--- src/rtl/instr_encode_loader_pkg.sv ---
// Shared LEGv8 instruction definitions: format codes, field bit positions and
// loader state encoding. The decode-stage parser uses the same positions.
package instr_encode_loader_pkg;

    localparam int INSTR_LEN = 32;

    typedef enum logic [1:0] {
        FMT_R  = 2'd0,
        FMT_D  = 2'd1,
        FMT_B  = 2'd2,
        FMT_CB = 2'd3
    } fmt_e;

    // Field widths as carried on the tuple interface
    localparam int OPC_W   = 11;
    localparam int REG_W   = 5;
    localparam int SHAMT_W = 6;
    localparam int IMM_W   = 26;

    // Bit positions inside the 32-bit machine word
    localparam int OPC_HI    = 31;
    localparam int OPC_R_LO  = 21;
    localparam int OPC_B_LO  = 26;
    localparam int OPC_CB_LO = 24;
    localparam int RM_HI     = 20;
    localparam int RM_LO     = 16;
    localparam int SHAMT_HI  = 15;
    localparam int SHAMT_LO  = 10;
    localparam int DT_HI     = 20;
    localparam int DT_LO     = 12;
    localparam int OP2_HI    = 11;
    localparam int OP2_LO    = 10;
    localparam int RN_HI     = 9;
    localparam int RN_LO     = 5;
    localparam int RD_HI     = 4;
    localparam int RD_LO     = 0;
    localparam int BR_HI     = 25;
    localparam int BR_LO     = 0;
    localparam int CBR_HI    = 23;
    localparam int CBR_LO    = 5;

    localparam int DT_W  = DT_HI - DT_LO + 1;
    localparam int BR_W  = BR_HI - BR_LO + 1;
    localparam int CBR_W = CBR_HI - CBR_LO + 1;
    localparam int OPC_B_W  = OPC_HI - OPC_B_LO + 1;
    localparam int OPC_CB_W = OPC_HI - OPC_CB_LO + 1;

    typedef struct packed {
        fmt_e               fmt;
        logic [OPC_W-1:0]   opcode;
        logic [REG_W-1:0]   rm;
        logic [REG_W-1:0]   rn;
        logic [REG_W-1:0]   rd;
        logic [SHAMT_W-1:0] shamt;
        logic [IMM_W-1:0]   imm;
    } fields_t;

    typedef enum logic [1:0] {
        IDLE  = 2'd0,
        LOAD  = 2'd1,
        DRAIN = 2'd2
    } state_e;

endpackage

--- src/rtl/instr_pack.sv ---
// Combinational packer: decoded instruction fields in, LEGv8 machine word out,
// plus a flag for immediates that do not fit their encoded width.
module instr_pack
    import instr_encode_loader_pkg::*;
(
    input  fields_t              fields,
    output logic [INSTR_LEN-1:0] word,
    output logic                 range_err
);

    always_comb begin
        word      = '0;
        range_err = 1'b0;
        case (fields.fmt)
            FMT_R: begin
                word[OPC_HI:OPC_R_LO]     = fields.opcode;
                word[RM_HI:RM_LO]         = fields.rm;
                word[SHAMT_HI:SHAMT_LO]   = fields.shamt;
                word[RN_HI:RN_LO]         = fields.rn;
                word[RD_HI:RD_LO]         = fields.rd;
            end
            FMT_D: begin
                word[OPC_HI:OPC_R_LO]     = fields.opcode;
                word[DT_HI:DT_LO]         = fields.imm[DT_W-1:0];
                word[OP2_HI:OP2_LO]       = 2'b00;
                word[RN_HI:RN_LO]         = fields.rn;
                word[RD_HI:RD_LO]         = fields.rd;
                range_err                 = |fields.imm[IMM_W-1:DT_W];
            end
            FMT_B: begin
                // opcode is left-justified; the unused low bits are dropped silently
                word[OPC_HI:OPC_B_LO]     = fields.opcode[OPC_W-1:OPC_W-OPC_B_W];
                word[BR_HI:BR_LO]         = fields.imm[BR_W-1:0];
            end
            FMT_CB: begin
                word[OPC_HI:OPC_CB_LO]    = fields.opcode[OPC_W-1:OPC_W-OPC_CB_W];
                word[CBR_HI:CBR_LO]       = fields.imm[CBR_W-1:0];
                word[RD_HI:RD_LO]         = fields.rd;
                range_err                 = |fields.imm[IMM_W-1:CBR_W];
            end
            default: ;
        endcase
    end

endmodule

--- src/rtl/instr_encode_loader.sv ---
// Streams decoded field tuples into IMEM as packed LEGv8 words, sequentially
// from a programmable base address, through a one-entry output register.
//
//   state | meaning
//   IDLE  | waiting for start; no writes pending
//   LOAD  | accepting tuples, one word per cycle when memory is ready
//   DRAIN | last tuple accepted; waiting for its write to complete
module instr_encode_loader #(
    parameter int INSTR_LEN = instr_encode_loader_pkg::INSTR_LEN,
    parameter int ADDR_W    = 64,
    parameter int CNT_W     = 16
) (
    input  logic                 clk,
    input  logic                 rst,
    input  logic                 start,
    input  logic [ADDR_W-1:0]    base_addr,
    input  logic                 in_valid,
    output logic                 in_ready,
    input  logic                 in_last,
    input  logic [1:0]           in_fmt,
    input  logic [10:0]          in_opcode,
    input  logic [4:0]           in_rm,
    input  logic [4:0]           in_rn,
    input  logic [4:0]           in_rd,
    input  logic [5:0]           in_shamt,
    input  logic [25:0]          in_imm,
    output logic                 mem_we,
    output logic [ADDR_W-1:0]    mem_addr,
    output logic [INSTR_LEN-1:0] mem_wdata,
    input  logic                 mem_ready,
    output logic [CNT_W-1:0]     count,
    output logic                 range_err,
    output logic                 done
);

    import instr_encode_loader_pkg::*;

    state_e                state_q;
    state_e                state_d;
    fields_t               fields;
    logic [INSTR_LEN-1:0]  packed_word;
    logic                  pack_err;
    logic                  accept;
    logic                  wr_done;
    logic [ADDR_W-1:0]     base_aligned;

    assign fields = '{
        fmt:    fmt_e'(in_fmt),
        opcode: in_opcode,
        rm:     in_rm,
        rn:     in_rn,
        rd:     in_rd,
        shamt:  in_shamt,
        imm:    in_imm
    };

    instr_pack u_pack (
        .fields    (fields),
        .word      (packed_word),
        .range_err (pack_err)
    );

    assign in_ready     = (state_q == LOAD) && (!mem_we || mem_ready);
    assign accept       = in_valid && in_ready;
    assign wr_done      = mem_we && mem_ready;
    assign done         = (state_q == DRAIN) && wr_done;
    assign base_aligned = base_addr & ~ADDR_W'(3);

    always_comb begin
        state_d = state_q;
        case (state_q)
            IDLE:    if (start)              state_d = LOAD;
            LOAD:    if (accept && in_last)  state_d = DRAIN;
            DRAIN:   if (wr_done)            state_d = IDLE;
            default:                         state_d = IDLE;
        endcase
    end

    always_ff @(posedge clk) begin
        if (rst) begin
            state_q   <= IDLE;
            mem_we    <= 1'b0;
            mem_addr  <= '0;
            mem_wdata <= '0;
            count     <= '0;
            range_err <= 1'b0;
        end else begin
            state_q <= state_d;

            // mem_addr always names the word currently held in the output register
            if (wr_done) begin
                mem_addr <= mem_addr + ADDR_W'(4);
                count    <= count + CNT_W'(1);
            end

            if (accept) begin
                mem_we    <= 1'b1;
                mem_wdata <= packed_word;
                if (pack_err)
                    range_err <= 1'b1;
            end else if (wr_done) begin
                mem_we <= 1'b0;
            end

            if (state_q == IDLE && start) begin
                mem_addr  <= base_aligned;
                count     <= '0;
                range_err <= 1'b0;
            end
        end
    end

endmodule

--- config.mk ---
export PLATFORM = sky130hd
export DESIGN_NAME = instr_encode_loader
export DESIGN_NICKNAME = d
export VERILOG_FILES = /design/src/rtl/instr_encode_loader_pkg.sv /design/src/rtl/instr_pack.sv /design/src/rtl/instr_encode_loader.sv
export SDC_FILE = /design/constraint.sdc
export NUM_CORES = 1
export LEC_CHECK = 0
export BUFFER_PORTS_ARGS = -buffer_cell sky130_fd_sc_hd__buf_2
export CORE_MARGIN = 2
export CORE_UTILIZATION = 50
export CTS_CLUSTER_DIAMETER = 30
export DETAILED_ROUTE_END_ITERATION = 16
export PLACE_DENSITY = 0.88
export SLEW_MARGIN = 20
export SYNTH_ARGS = -nofsm -noshare
export SYNTH_HDL_FRONTEND = slang
export SYNTH_SLANG_ARGS = --single-unit
--- constraint.sdc ---
create_clock -name clk -period 4.9 [get_ports clk]
set_input_delay 0.245 -clock clk [delete_from_list [all_inputs] [get_ports clk]]
set_output_delay 0.245 -clock clk [all_outputs]
set_load 0.05 [all_outputs]
-- Word level (Yosys, flattened, before mapping)
Cells that the tools add are included.
W data, S select, Z words.
- flip-flop bits (word level): 116
- input bits: 130
- output and inout port bits: 116
- word-level logic and storage cells: 44
- add/sub/neg operators: 2
- equality and inequality tests: 8
- multiplexer cells: 10
- reductions and logical operators: 17
- operators with widths (kind ; number):
    $mux W64 ; 2
    $pmux W32 S4 ; 1
    $add A64 B3 Y64 const B ; 1
    $reduce_or A17 Y1 ; 1
    $add A16 B1 Y16 const B ; 1
    $reduce_or A7 Y1 ; 1
    $eq A2 B2 Y1 const B ; 3
    $logic_and A1 B1 Y1 ; 6
    $mux W2 ; 3
    $pmux W2 S3 ; 1
    $eq A2 B1 Y1 const B ; 2
    $logic_not A2 Y1 ; 2
    $ne A2 B2 Y1 const B ; 2
    $reduce_bool A2 Y1 ; 2
    $reduce_and A3 Y1 ; 1
    $mux W1 ; 2
    $ne A2 B1 Y1 const B ; 1
    $pmux W1 S2 ; 1
    $reduce_and A2 Y1 ; 1
    $reduce_or A2 Y1 ; 1
    $logic_not A1 Y1 ; 1
    $logic_or A1 B1 Y1 ; 1

-- Longest topological paths before layout
- word-level depth: 7
- mapped depth: 7
- mapped depth without buffers: 7

-- Cells and area by module
Synthesis repeated with hierarchy kept, for this count alone.
- cell total of the unflattened synthesis: 727
- area total of the unflattened synthesis: 5980.7 µm²
- modules (own cells, without submodules) (module ; times used ; cells an instance ; area an instance (µm²)):
    instr_encode_loader ; 1 ; 659 ; 5326.4
    instr_pack ; 1 ; 68 ; 654.4

-- Worst setup path before layout
No wires, ideal clock.
- path type: register -> register
- start: reg mem_we
- end: reg mem_wdata[24]
- arrival time: 2.815 ns
- data required time: 4.814 ns
- slack: 1.999 ns
- stages on the path, launching flop included: 8
- path buffers: 2
- clock period less this slack: 2.901 ns
- cells stage by stage: dfxtp_1 > nor2b_1 > nor3_1 > and2_1 > clkbuf_1 > clkbuf_1 > nor2_1 > a211oi_1
- cells in the longest elaborated chain, start to end: 4
- ends and longest elaborated chain (element ; line ; RTL):
    start, declared ; instr_encode_loader.sv:27 ; output logic mem_we,
    start signal, assigned ; instr_encode_loader.sv:82 ; mem_we <= 1'b0;
    start signal, assigned ; instr_encode_loader.sv:97 ; mem_we <= 1'b1;
    start signal, assigned ; instr_encode_loader.sv:102 ; mem_we <= 1'b0;
    $logic_not A1 Y1 ; instr_encode_loader.sv:63 ; assign in_ready = (state_q == LOAD) && (!mem_we || mem_ready);
    $logic_or A1 B1 Y1 ; instr_encode_loader.sv:63 ;
    $logic_and A1 B1 Y1 ; instr_encode_loader.sv:63 ;
    via in_ready ; instr_encode_loader.sv:18 ; output logic in_ready,
    $logic_and A1 B1 Y1 ; instr_encode_loader.sv:64 ; assign accept = in_valid && in_ready;
    end signal, assigned ; instr_encode_loader.sv:98 ; mem_wdata <= packed_word;
    end, declared ; instr_encode_loader.sv:29 ; output logic [INSTR_LEN-1:0] mem_wdata,
The timed path passes the listed nets, and every way through them passes these cells.
A chain may end at the register's enable or synchronous reset.

-- Final worst setup path
- start: reg mem_addr[4]
- end: reg mem_addr[53]
- cells in the longest elaborated chain, start to end: 3
- ends and longest elaborated chain (element ; line ; RTL):
    start, declared ; instr_encode_loader.sv:28 ; output logic [ADDR_W-1:0] mem_addr,
    start signal, assigned ; instr_encode_loader.sv:92 ; mem_addr <= mem_addr + ADDR_W'(4);
    start signal, assigned ; instr_encode_loader.sv:106 ; mem_addr <= base_aligned;
    $add A64 B3 Y64 ; instr_encode_loader.sv:92 ;
    $mux W64 ; instr_encode_loader.sv:91 ; if (wr_done) begin
    $mux W64 ; instr_encode_loader.sv:105 ; if (state_q == IDLE && start) begin
Every way passes these cells. The select of a mux whose other input is x is not followed.

==> results.md <==
* Routed vias/inst at 5.658
* H-tree depth at 4
* Synth Area in Adders at 0.004250
* Post-synthesis simple-gate area fraction at 0.2686
* First drt pass iteration count at 5
* Post-synthesis sequential area ratio at 0.3876
* Yosys cell types at 43
* Hold_buf cts at 0
* Tcrit/Tclk final at 0.5180
* Core area at between 10,000 and 15,000 µm²
* Clock Skews at 0.008902 ns
* Synth warn at 0
* Clock Path Buffers at 2
* Fraction of registers with async set/reset at 0
* Area growth, synth to finish at 31.51%
* Clock period minus worst slack at 2.538 ns
* Critical Path AT at 2.86 ns
* CTS sink cnt at 114
* Post-synthesis cell area at around 6000 µm²
* Final hold viol count at 0
* Kind of critical path: register to register
* # rows at 39
* Worst Path Max Fanout at 10
* Max cap viols at 0
* Slew headroom at 0.3150
* Main synth FF type: dfxtp_1
* Status: complete, no violations
* First-pass GRT wire length at 28,210 µm
* Post-CTS Resized at 0
* DP Wirelength at 12,530 µm
* Number of buffers created by CTS at 17
* CTS tree: built
* RSZ-0062 raised after global routing: false
* Starting density of the core at 0.5135
* DIE WIDTH at between 100 and 150 µm
* Critical Path RT at about 5.2 ns
* Fmax at around 400 MHz
* Die extent in y at approximately 110 µm
* Multiplexer share of the synthesized area at 0.06332
* Gr usage total at 0.2770
* Compound-cell area share of the yosys netlist at 0.1326
* Pin count of the biggest net entering global routing at 116
* Yosys reg bits at 114
* Share of cells above drive strength 1 at 0.3170
* Vias at 6,128
* Max rail drop VDD at 275.4 µV
* Routed length per placed instance at 16.14 µm
* Final nets at 1,059
* Routed wl met2 at 8397 µm
* Pins Over Slew Limit at 0
* Post-Route WL at 17,480 µm
* Antenna-violating nets left at 0
* Met3 wire length at 1313 µm
* Syn_area_per_cell at 8.317 µm²
* Pleak at 3.265 nW
* Synth Area in XOR/XNOR at 0.1056
* Starting DRT DRC Count at 362
* Placed Cells at 1,051
* Largest family of logic cells by synthesized area: simple AND/OR/NAND/NOR gates
* Critical path launch point type: register
* Routability cong. at slightly below 0.9
* Met1 WL at 7259 µm
* Final setup violation count at 0
* Min-Delay Path Class: input port to register
* Clk root buf: clkbuf_16
* Post-CTS setup buffers at 0
* DRC violations left at 0
* Antenna diodes at 0
* GR Overflow Total at 0
* Post-synth EDFFs at 0
* I/O pins at approximately 250
* Worst-Margin Slew at 1.027 ns
* Number of global-route vias before repair at a little under 6,000
* Max layer used: met4
* Final std cells w/o fill at 1,083
* Clock-pin transition on the worst setup and hold timing paths at approximately 0.05 ns
* Fin Setup TNS at 0 ns
* Port bufs at 241
* Clock Latency Late Sink at about 0.42 ns
* Die ar. at 12,660 µm²
* FILL cells at 893
* Power Density at 374.8 nW/µm²
* CP endpoint kind: register
* Cell count after synthesis at 708
* Antenna violations before repair at 0
kinds of logic after synthesis:
group	after synthesis
AO/OA/AOI/OAI	112
XOR/XNOR	71
adder cells (fa/ha/maj)	2
buffers and inverters	55
flip-flops	114
multiplexers	26
other	1
AND/OR/NAND/NOR	327
state kept, by name, indices dropped and copies added (netlist names):
signal     flops
mem_addr      62
mem_wdata     32
count         16
state_q        2
mem_we         1
range_err      1
per-layer routing:
| metal | up-vias | global-route usage |
|---|---|---|
| met4 | 0 | 0.1220 |
| li1 | 2976 | - |
| met2 | 277 | 0.4614 |
| met3 | 44 | 0.06803 |
| met1 | 2831 | 0.3411 |
| met5 | - | 0 |
critical path, stage by stage (launching register included):
cell,delay (ns)
dfxtp_1,0.39
nand4_1,0.25
or4_1,0.84
and4bb_1,0.48
nand3_1,0.12
xor2_1,0.16
a211oi_2,0.20
worst paths after layout:
path / end / cells after the start / slack [ns] / from
hold / removal: state_q[0] / 2 / 0.05 / in_last
setup / recovery: mem_addr[53] / 6 / 2.36 / mem_addr[4]
setup reg to reg: mem_addr[53] / 6 / 2.36 / mem_addr[4]
hold reg to reg: mem_wdata[26] / 2 / 0.45 / mem_wdata[26]
power by group:
group / switching (W) / internal, W
clock: 0.000425 / 0.000846
combinational: 0.000395 / 0.000166
sequential: 0.0000773 / 0.000992
synth_stat cells (8+ instances only):
cell type	number	area share
o211ai_1	8	0.010
nor3_1	18	0.015
or3_1	8	0.0085
a211oi_1	58	0.074
mux2i_1	17	0.029
xnor2_1	35	0.052
and3_1	13	0.014
clkbuf_1	37	0.024
nor4_1	10	0.011
a21oi_1	23	0.020
xor2_1	36	0.054
inv_1	10	0.0064
mux4_2	9	0.034
nand2_1	85	0.054
nor2_1	111	0.071
nand4_1	32	0.034
dfxtp_1	114	0.39
nand3_1	23	0.020
placed cells by master, fill, tap and decap left out, types with 13 or more instances in the layout:
cell,n
a211oi_1,58
a21oi_1,23
and3_1,13
buf_2,240
clkbuf_16,17
dfxtp_1,114
mux2i_1,17
nand2_1,84
nand3_1,23
nand4_1,32
nor2_1,111
nor3_1,18
xnor2_1,35
xor2_1,36
stage by stage:
stage / instance area [µm²] / power, W / util / hold WS, ns / worst slack, ns
after global placement: 7127 / 0.001636 / 0.6215 / 0.4381 / 2.434
after global routing: 7744 / 0.003004 / 0.6753 / 0.05985 / 2.222
final: 7744 / 0.002902 / 0.6753 / 0.05164 / 2.362
after CTS: 7740 / 0.002912 / 0.6750 / 0.03687 / 2.375
after detailed placement: 7127 / 0.001644 / 0.6215 / 0.4430 / 2.396
after floorplan: 5892 / 0.001476 / - / 0.3593 / 1.999
layout make-up:
class,count,area (µm²),share of cell area
clock buffers,21,480.5,0.06205
clock inverters,11,132.6,0.01713
inverters,10,37.54,0.004847
multi-input cells,540,3397,0.4387
flip-flops and latches,114,2282,0.2947
well taps,143,178.9,0.02311
repair buffers,244,1235,0.1595
Power figures use the tool's default switching activity.
